## src/rtl/sram_arbiter_pkg.sv

```systemverilog
`default_nettype none
// ============================================================================
// Module      : sram_arbiter_pkg
// Description : Shared definitions for the SRAM arbiter. Holds the response
//               state encoding and the requester identifiers used by the
//               round-robin grant logic.
// Ports       : none (package)
// Revision    : 1.0 - initial release
// ============================================================================
package sram_arbiter_pkg;

    // Response state: which requester (if any) sees data_ok this cycle.
    typedef enum logic [1:0] {
        IDLE      = 2'd0,
        RESP_INST = 2'd1,
        RESP_DATA = 2'd2
    } state_e;

    // Requester identifiers, stored in the last-grant register.
    localparam logic REQ_INST = 1'b0;
    localparam logic REQ_DATA = 1'b1;

endpackage : sram_arbiter_pkg
`default_nettype wire

```

## src/rtl/sram_arbiter.sv

```systemverilog
`default_nettype none
// ============================================================================
// Module      : sram_arbiter
// Description : Two-master arbiter (instruction fetch and load/store) in front
//               of a single-port synchronous SRAM. One access per cycle, fixed
//               one-cycle addr_ok -> data_ok latency, round-robin on conflict.
// Ports       : clk, resetn            - clock, async active-low reset
//               inst_req/addr          - fetch request in
//               inst_addr_ok/data_ok   - fetch handshake out, inst_rdata
//               data_req/we/addr/wdata - load/store request in
//               data_addr_ok/data_ok   - load/store handshake out, data_rdata
//               sram_en/we/addr/wdata  - SRAM access out
//               sram_rdata             - SRAM read data (one cycle after en)
// Revision    : 1.0 - initial release
// ============================================================================
module sram_arbiter
    import sram_arbiter_pkg::*;
#(
    parameter int ADDR_W = 32,
    parameter int DATA_W = 32
) (
    input  logic              clk,
    input  logic              resetn,

    input  logic              inst_req,
    input  logic [ADDR_W-1:0] inst_addr,
    output logic              inst_addr_ok,
    output logic              inst_data_ok,
    output logic [DATA_W-1:0] inst_rdata,

    input  logic              data_req,
    input  logic              data_we,
    input  logic [ADDR_W-1:0] data_addr,
    input  logic [DATA_W-1:0] data_wdata,
    output logic              data_addr_ok,
    output logic              data_data_ok,
    output logic [DATA_W-1:0] data_rdata,

    output logic              sram_en,
    output logic              sram_we,
    output logic [ADDR_W-1:0] sram_addr,
    output logic [DATA_W-1:0] sram_wdata,
    input  logic [DATA_W-1:0] sram_rdata
);

    state_e r_state_q;
    state_e w_state_d;
    logic   r_last_grant_q;
    logic   w_last_grant_d;
    // Cleared by reset and set on the first clock edge afterwards, so the
    // edge that ends the release cycle cannot accept a request.
    logic   r_ready_q;
    logic   w_ready_d;

    logic   w_grant_inst;
    logic   w_grant_data;

    // ------------------------------------------------------------------------
    // State registers
    // ------------------------------------------------------------------------
    always_ff @(posedge clk or negedge resetn) begin
        if (!resetn) begin
            r_state_q      <= IDLE;
            r_last_grant_q <= REQ_INST;
            r_ready_q      <= 1'b0;
        end else begin
            r_state_q      <= w_state_d;
            r_last_grant_q <= w_last_grant_d;
            r_ready_q      <= w_ready_d;
        end
    end

    // ------------------------------------------------------------------------
    // Round-robin pick, grant mux and response FSM
    // ------------------------------------------------------------------------
    always_comb begin
        w_ready_d      = 1'b1;
        w_grant_inst   = 1'b0;
        w_grant_data   = 1'b0;
        w_state_d      = IDLE;
        w_last_grant_d = r_last_grant_q;

        sram_we        = 1'b0;
        sram_addr      = '0;
        sram_wdata     = '0;

        inst_data_ok   = 1'b0;
        inst_rdata     = '0;
        data_data_ok   = 1'b0;
        data_rdata     = '0;

        // On conflict the side that did not win last time goes first.
        if (r_ready_q) begin
            if (inst_req && data_req) begin
                w_grant_data = (r_last_grant_q == REQ_INST);
                w_grant_inst = (r_last_grant_q == REQ_DATA);
            end else begin
                w_grant_inst = inst_req;
                w_grant_data = data_req;
            end
        end

        if (w_grant_data) begin
            sram_we        = data_we;
            sram_addr      = data_addr;
            sram_wdata     = data_wdata;
            w_state_d      = RESP_DATA;
            w_last_grant_d = REQ_DATA;
        end else if (w_grant_inst) begin
            sram_addr      = inst_addr;
            w_state_d      = RESP_INST;
            w_last_grant_d = REQ_INST;
        end

        // Response side depends only on the registered state, so a new grant
        // can overlap the current response.
        case (r_state_q)
            RESP_INST: begin
                inst_data_ok = 1'b1;
                inst_rdata   = sram_rdata;
            end
            RESP_DATA: begin
                data_data_ok = 1'b1;
                data_rdata   = sram_rdata;
            end
            default: ;
        endcase
    end

    assign inst_addr_ok = w_grant_inst;
    assign data_addr_ok = w_grant_data;
    assign sram_en      = w_grant_inst | w_grant_data;

endmodule : sram_arbiter
`default_nettype wire

```

## config.mk

```make
export PLATFORM = sky130hd
export DESIGN_NAME = sram_arbiter
export DESIGN_NICKNAME = d
export VERILOG_FILES = /design/src/rtl/sram_arbiter_pkg.sv /design/src/rtl/sram_arbiter.sv
export SDC_FILE = /design/constraint.sdc
export NUM_CORES = 1
export LEC_CHECK = 0
export ABC_CLOCK_PERIOD_IN_PS = 1500
export CAP_MARGIN = 20
export CORE_MARGIN = 10
export CORE_UTILIZATION = 21
export DETAILED_ROUTE_END_ITERATION = 10
export PLACE_DENSITY = 0.95
export RECOVER_POWER = 25
export REMOVE_ABC_BUFFERS = 1
export SETUP_SLACK_MARGIN = 0.2
export SKIP_CTS_REPAIR_TIMING = 1
export SYNTH_ARGS = -nofsm -noshare
export SYNTH_HDL_FRONTEND = slang
export SYNTH_SLANG_ARGS = --single-unit
```

## constraint.sdc

```tcl
create_clock -name clk -period 1.5 [get_ports clk]
set_input_delay 0.45 -clock clk [delete_from_list [all_inputs] [get_ports clk]]
set_output_delay 0.45 -clock clk [all_outputs]
set_load 0.02 [all_outputs]
```

### After elaboration in Yosys (flattened, before gate mapping)

Cells that the tools add are included.

| cells by class | value |
|---|---|
| add/subtract/negate cells | 0 |
| $mul | 0 |
| div/mod/pow operators | 0 |
| magnitude comparators | 0 |
| equality and inequality tests | 2 |
| shift-type cells | 0 |
| mux-type cells | 16 |
| bitwise logic cells | 2 |
| reductions and logical operators | 2 |

Operators by type and width:

| kind | number |
|---|---|
| 32-bit 2-to-1 mux | 5 |
| 1-bit 2-to-1 mux | 10 |
| 2-bit by 1-bit == test with 1-bit output (second input constant) | 1 |
| 2-bit == test (second input constant) | 1 |
| 2-bit 2-to-1 mux | 1 |
| 2-bit nonzero test | 1 |
| 1-bit logical AND | 1 |
| 1-bit inverter | 1 |
| 1-bit bitwise OR | 1 |

| word-level totals | value |
|---|---|
| register bits | 4 |
| latch bits | 0 |
| RAM bits | 0 |
| memory bits (read-only) | 0 |
| bits of input ports | 133 |
| output and inout bits | 134 |
| word-level logic and storage cells | 25 |
| memories | 0 |

### Longest topological paths before layout

Gate-level depths: netlist of run 1.

| logic depth | value |
|---|---|
| word-level depth | 5 |
| depth in mapped cells | 4 |
| mapped depth without buffers | 3 |

### Worst setup path after synthesis of run 1

No wires, ideal clock.

| timing path | value |
|---|---|
| path kind | flip-flop to output port |
| from | register r_ready_q |
| to | output sram_addr[10] |
| arrival time | 1.159 ns |
| data required time | 1.050 ns |
| path slack | -0.109 ns |
| cell stages (with the launch flop) | 5 |
| buffers on the path | 2 |
| path through | dfrtp_1 > buf_2 > clkbuf_1 > nand2_1 > o22ai_1 |

| on the way | value |
|---|---|
| cells in the longest elaborated chain, start to end | 3 |
| elaborated cells between the ends (all ways) | 4 |
| those cells by class | mux (4) |

Ends and longest elaborated chain:

| what | RTL line | RTL |
|---|---|---|
| start, declared | sram_arbiter.sv:52 | `logic r_ready_q;` |
| start signal, assigned | sram_arbiter.sv:69 | `r_ready_q <= w_ready_d;` |
| 1-bit 2-to-1 mux | sram_arbiter.sv:93 | `if (r_ready_q) begin` |
| 32-bit 2-to-1 mux | sram_arbiter.sv:109 | `end else if (w_grant_inst) begin` |
| 32-bit 2-to-1 mux (*) | sram_arbiter.sv:103 | `if (w_grant_data) begin` |
| end, declared | sram_arbiter.sv:41 | `output logic [ADDR_W-1:0] sram_addr,` |

Every way passes the cells marked *; elsewhere a longest branch is shown, timed or not.

### Final worst setup path of run 1

| timing path | value |
|---|---|
| from | register r_state_q[1] |
| to | output data_rdata[22] |

| on the way | value |
|---|---|
| cells in the longest elaborated chain, start to end | 2 |

Ends and longest elaborated chain:

| what | RTL line | RTL |
|---|---|---|
| start, declared | sram_arbiter.sv:46 | `state_e r_state_q;` |
| start signal, assigned | sram_arbiter.sv:67 | `r_state_q <= w_state_d;` |
| 2-bit == test | sram_arbiter.sv:117 | `case (r_state_q)` |
| 32-bit 2-to-1 mux | sram_arbiter.sv:117 |  |
| end, declared | sram_arbiter.sv:37 | `output logic [DATA_W-1:0] data_rdata,` |

No other way between the ends.

==> results.yml, run 1 <==
route:
  routed_wirelength_um: 16220
  drtAntennaViolNets: 0
  num_vias: 3211
  met1Wirelength_um: 5105
  dr_wl_met2_um: 8558
  wl_per_cell_um: 26.25
  avgViaCountPerCell: 5.196
  dr.pass1.iters: 4
  routed-wl-met3_um: 1809
  drt-initial-drc-count: 127
  dr.max_layer_used: "met4"
  drc_errors: 0
setup_path:
  critPathRequiredTime_ps: 1050
  crit_fanout: 4
  crit_path_max_incr_delay_ps: 370
  timing.rr.start: "r_ready_q"
  crit_chain: "and2b_2 -> buf_4 -> clkbuf_16 -> buf_4 -> and2_1 -> buf_2"
  r2r_slack_ps: 250
  critPathLaunch: "r_state_q[1]"
  cp-end-kind: "output pin"
  crit_arrival_ps: 1560
  crit_type: "flop to output pin"
  critPathSlowestCell: "dfrtp_1"
  cp-start-kind: "flop"
  r2r_cells: 5
  crit_path_frequent_cell: "buf_4"
  r2r_end: "r_state_q[0]"
clock_tree:
  clockBufferDepth: 2
  clkSlewWorstSetupHoldPaths_ps: 40
  ctsRootBufferMaster: "clkbuf_8"
  clkLatencyLatePin_ps: 220
  htreeDepth: 1
  cts.sinks: 4
  cts_tree: "built"
  numCtsBuffers: 3
synthesis:
  synth_top_area_frac: 0.2795
  postSynthAreaPerCell_um2: 5.994
  synth_ff_type: "dfrtp_1"
  synth-seq-cells: 4
  ys_seq_area_frac: 0.06987
  ys_warn_count: 0
  synthArstFlopShare: 1.000
  synth_area_leader_cell: "and2_1"
  ys_types: 21
  synth_edf_count: 0
  synthTopCellsByArea: "and2_1 (28%), nand2_1 (17%), o22ai_1 (14%)"
  synth_area_um2: 1433
  synthCells: 239
  synth.most_common_cell: "nand2_1"
  synth_commonest_cells: "nand2_1 (65), and2_1 (64), o22ai_1 (31), and3_1 (27), clkbuf_1 (10)"
global_routing:
  grt_max_degree: 38
  grt_pass1_wl_um: 15120
  gr-total-overflow: 0
  grt_antenna_before_repair: 1
  grt.total_usage: 0.1826
  first_global_vias: 2700
floorplanning:
  core_area_um2: 6719
  dieArea_um2: 10530
  die-height_um: 102.6
  ios: 267
  start_util: 0.2132
  rows: 30
  die_width_um: 102.6
layout:
  fin_util: 0.8292
  syn_to_final_growth_pct: 288.9
  drive_gt1_frac: 0.5456
  fillers: 324
  nets: 671
placed_design:
  gp_congestion: 0.8000
  portBuffers: 266
  dp_hpwl_um: 9622
  dp_slack_ps: -1178
power:
  leakage_nw: 2.445
  power.density_nw_per_um2: 457.9
  peakVddDrop_mv: 0.3039
  report.power.total_mw: 2.551
timing:
  hold_ws_ps: 510.5
  maxClockFrequency_mhz: 497.9
  setup_violations: 134
  fin_skew_ps: 5.312
  rsz0062_at_grt: "true"
  setup_slack_ps: -508.4
  period_needed_ps: 2008
  slew_viol_final: 0
  post-route-period-util: 1.339
  hold_viol_final: 0
outcome:
  violations: "setup timing"
  status: "finished with violations"
min_path:
  hold_class: "primary input to async pin"
run:
  drv_cap: 0
-- layout make-up --
cell class,count,area [um2],share of cell area
clock buffer,4,45.04,0.008084
antenna,1,2.502,0.0004491
timing repair buffer,320,3506,0.6292
multi-input combinational,207,1804,0.3238
sequential,4,102.6,0.01841
inverter,2,11.26,0.002021
tap,80,100.1,0.01797
-- power breakdown --
part           internal, mW  switching (mW)
sequential            0.120          0.0204
clock                 0.182          0.0635
combinational          1.19           0.973
-- cells by family (layout without fill, tap and decap cells) --
logic type | count (synthesis) | count (layout) | synth area share
AO/OA/AOI/OAI | 36 | 36 | 0.1747
flip-flops | 4 | 4 | 0.06987
buffers and inverters | 28 | 326 | 0.1266
other | 1 | 2 | 0.002618
AND/OR/NAND/NOR | 170 | 170 | 0.6262
-- how the worst max path moves through the flow --
| stage | endpoint | slack, ps | cells after the start |
|---|---|---|---|
| after floorplan | data_addr_ok | -1140 | 2 |
| after global placement | sram_wdata[6] | -1130 | 5 |
| after detailed placement | sram_wdata[28] | -1180 | 5 |
| after CTS | sram_wdata[28] | -1180 | 5 |
| after global routing | data_rdata[22] | -560 | 6 |
| final | data_rdata[22] | -510 | 6 |
-- worst max-delay path, delay by kind of cell (launching register included) --
family / cells / cell delay, ps
buffers and inverters: 4 / 580
AND/OR/NAND/NOR: 2 / 390
flip-flops: 1 / 370
-- sequential cells by signal (all words and copies together) (netlist names) --
name / count
r_last_grant_q: 1
r_ready_q: 1
r_state_q: 2
-- stage by stage --
| stage | instance area [um2] | cells | TNS, ps |
|---|---|---|---|
| floorplan | 1259 | 213 | -95660 |
| global placement | 4253 | 577 | -111950 |
| detailed placement | 4253 | 577 | -114750 |
| CTS | 4298 | 581 | -119870 |
| global route | 5572 | 618 | -47580 |
| finish | 5572 | 618 | -42740 |
-- cells in the final DEF, fill, tap and decap left out, types with 3 or more instances in the layout --
cell / count
clkdlybuf4s50_1: 129
buf_6: 104
nand2_1: 57
and2_1: 45
o22ai_4: 31
and3_4: 29
clkbuf_2: 28
and2_4: 19
buf_4: 17
buf_12: 15
clkbuf_16: 14
nand2_2: 8
buf_2: 7
and3_1: 4
clkbuf_8: 3
buf_8: 3
-- per-layer routing --
metal | vias to the layer above | global-route usage
met3 | 51 | 0.09249
met1 | 1502 | 0.1673
li1 | 1409 | -
met5 | - | 0
met2 | 249 | 0.3459
met4 | 0 | 0.04881
No activity file was read; power rests on OpenSTA's default activity.
==> inputs of run 2 (changes only) <==
--- a/config.mk
+++ b/config.mk
@@ -9,8 +9,9 @@
 export CAP_MARGIN = 20
 export CORE_MARGIN = 10
 export CORE_UTILIZATION = 21
+export CTS_CLUSTER_DIAMETER = 80
 export DETAILED_ROUTE_END_ITERATION = 10
-export PLACE_DENSITY = 0.95
+export PLACE_DENSITY = 0.84
 export RECOVER_POWER = 25
 export REMOVE_ABC_BUFFERS = 1
 export SETUP_SLACK_MARGIN = 0.2
==> run 2 against run 1 <==
Compared with the run above:
- the flow still finishes with violations (setup timing)
- worst hold slack improved by 1.3 ps
- final cell count fell by 3.9%
- sequential power is 7% lower
- die area unchanged
- sequential share of layout area increased by 0.40 points
- non-clock buffer count is 23 lower
- highest routed layer unchanged
- power decreased by 24%
- register-to-register slack improved by 150 ps
- critical path type unchanged
- sequential cell count unchanged
- largest cell class unchanged
==> results.yml, run 2 (same netlist as run 1, synthesis figures left out) <==
outcome:
  status: "finished with violations"
  violations: "setup timing"
route:
  avgViaCountPerCell: 4.684
  routed_wirelength_um: 12160
  drc_errors: 0
  wl_per_cell_um: 20.48
  drtAntennaViolNets: 0
  dr.pass1.iters: 4
  drt-initial-drc-count: 73
  num_vias: 2782
power:
  leakage_nw: 2.249
  peakVddDrop_mv: 0.1985
  power.density_nw_per_um2: 427.3
global_routing:
  grt_antenna_before_repair: 0
  first_global_vias: 2623
  gr-total-overflow: 0
  grt.total_usage: 0.1852
  grt_max_degree: 47
  grt_pass1_wl_um: 15130
clock_tree:
  clockBufferDepth: 2
  htreeDepth: 1
  clkLatencyLatePin_ps: 220
  cts_tree: "built"
  cts.sinks: 4
  ctsRootBufferMaster: "clkbuf_8"
  clkSlewWorstSetupHoldPaths_ps: 40
  numCtsBuffers: 3
layout:
  mostFrequentLayoutCells: "clkdlybuf4s50_1 (129), buf_6 (78), nand2_1 (65)"
  top_regs: "r_state_q: 2 flops, r_last_grant_q: 1 flops, r_ready_q: 1 flops"
  largest_register_ffs: 2
  final_common_cell: "clkdlybuf4s50_1"
  nets: 648
  syn_to_final_growth_pct: 215.8
  antennaDiodeCount: 0
  design_area_um2: 4524
  drive_gt1_frac: 0.4533
  regMostFlops: "r_state_q"
  layoutNonFillerInstCount: 594
min_path:
  hold_class: "primary input to async pin"
placed_design:
  dp_hpwl_um: 9894
  dp_slack_ps: -1155
  gp_congestion: 0.8379
  portBuffers: 266
  dpl-instance-area_um2: 4228
  dp.cells: 577
setup_path:
  cp-start-kind: "flop"
  cp-end-kind: "output pin"
  crit_fanout: 24
  crit_arrival_ps: 1450
  critPathRequiredTime_ps: 1050
  crit_type: "flop to output pin"
timing:
  maxClockFrequency_mhz: 526.4
  period_needed_ps: 1900
  fin_skew_ps: 5.975
  slew_viol_final: 0
  setup_slack_ps: -399.6
  rsz0062_at_grt: "true"
  post-route-period-util: 1.266
  setup_violations: 134
  hold_viol_final: 0
  finalSetupTns_ps: -40150
floorplanning:
  die_width_um: 102.6
  dieArea_um2: 10530
  core_area_um2: 6719
  ios: 267
  die-height_um: 102.6
  rows: 30
  start_util: 0.2132
run:
  drv_cap: 0
==> run 2: cell count changes in the layout (fill, tap and decap cells not counted), sizes merged <==
cell / change
clkbuf: -23
buf: -1
clkinvlp: -1
diode: -1
dlymetal6s2s: +1
inv: +1
==> run 2: power breakdown <==
part | internal (mW) | total [mW] | switching [mW]
sequential | 0.119 | 0.131 | 0.0116
combinational | 0.868 | 1.56 | 0.694
clock | 0.182 | 0.240 | 0.0583
==> run 2: per-stage QoR <==
step           power (mW)    util  hold slack [ps]
2_1_floorplan      0.6665       -            154.4
3_3_place_gp        1.552  0.6292            629.6
3_5_place_dp        1.573  0.6292            636.5
4_1_cts             1.825  0.6359            446.6
5_1_grt             2.041  0.6734            519.6
6_report            1.933  0.6734            511.7
==> run 2: worst max-delay path: stages (launching register included) <==
cell and delay [ps]:
dfrtp_1 400, buf_4 150, o21ai_4 190, buf_12 190, o22ai_1 120, buf_4 170
==> run 2: final cells by class <==
type / count / area (um2)
repair buffers: 297 / 2968
fillers: 539 / 2195
multi-input cells: 207 / 1295
flip-flops and latches: 4 / 101.3
inverters: 2 / 15.01
well taps: 80 / 100.1
clock buffers: 4 / 45.04
==> run 2: path summary, 6_finish.rpt <==
kind	startpoint	end	slack, ps	cells after the start
setup / recovery	r_last_grant_q	sram_addr[4]	-400	5
hold / removal	resetn	r_last_grant_q	510	1
setup reg to reg	r_last_grant_q	r_state_q[0]	400	4
hold reg to reg	r_last_grant_q	r_last_grant_q	660	2
max in group asynchronous	resetn	r_ready_q	790	1
min in group clk	inst_req	r_last_grant_q	660	3
==> run 2: layer usage <==
metal  routed length (um)  up-vias  GRT usage
met3                 1540       12    0.08445
met1                 3975     1252     0.1790
met2                 6444      174     0.3435
met5                    0        -          0
met4                  204        0    0.05531
li1                     -     1344          -
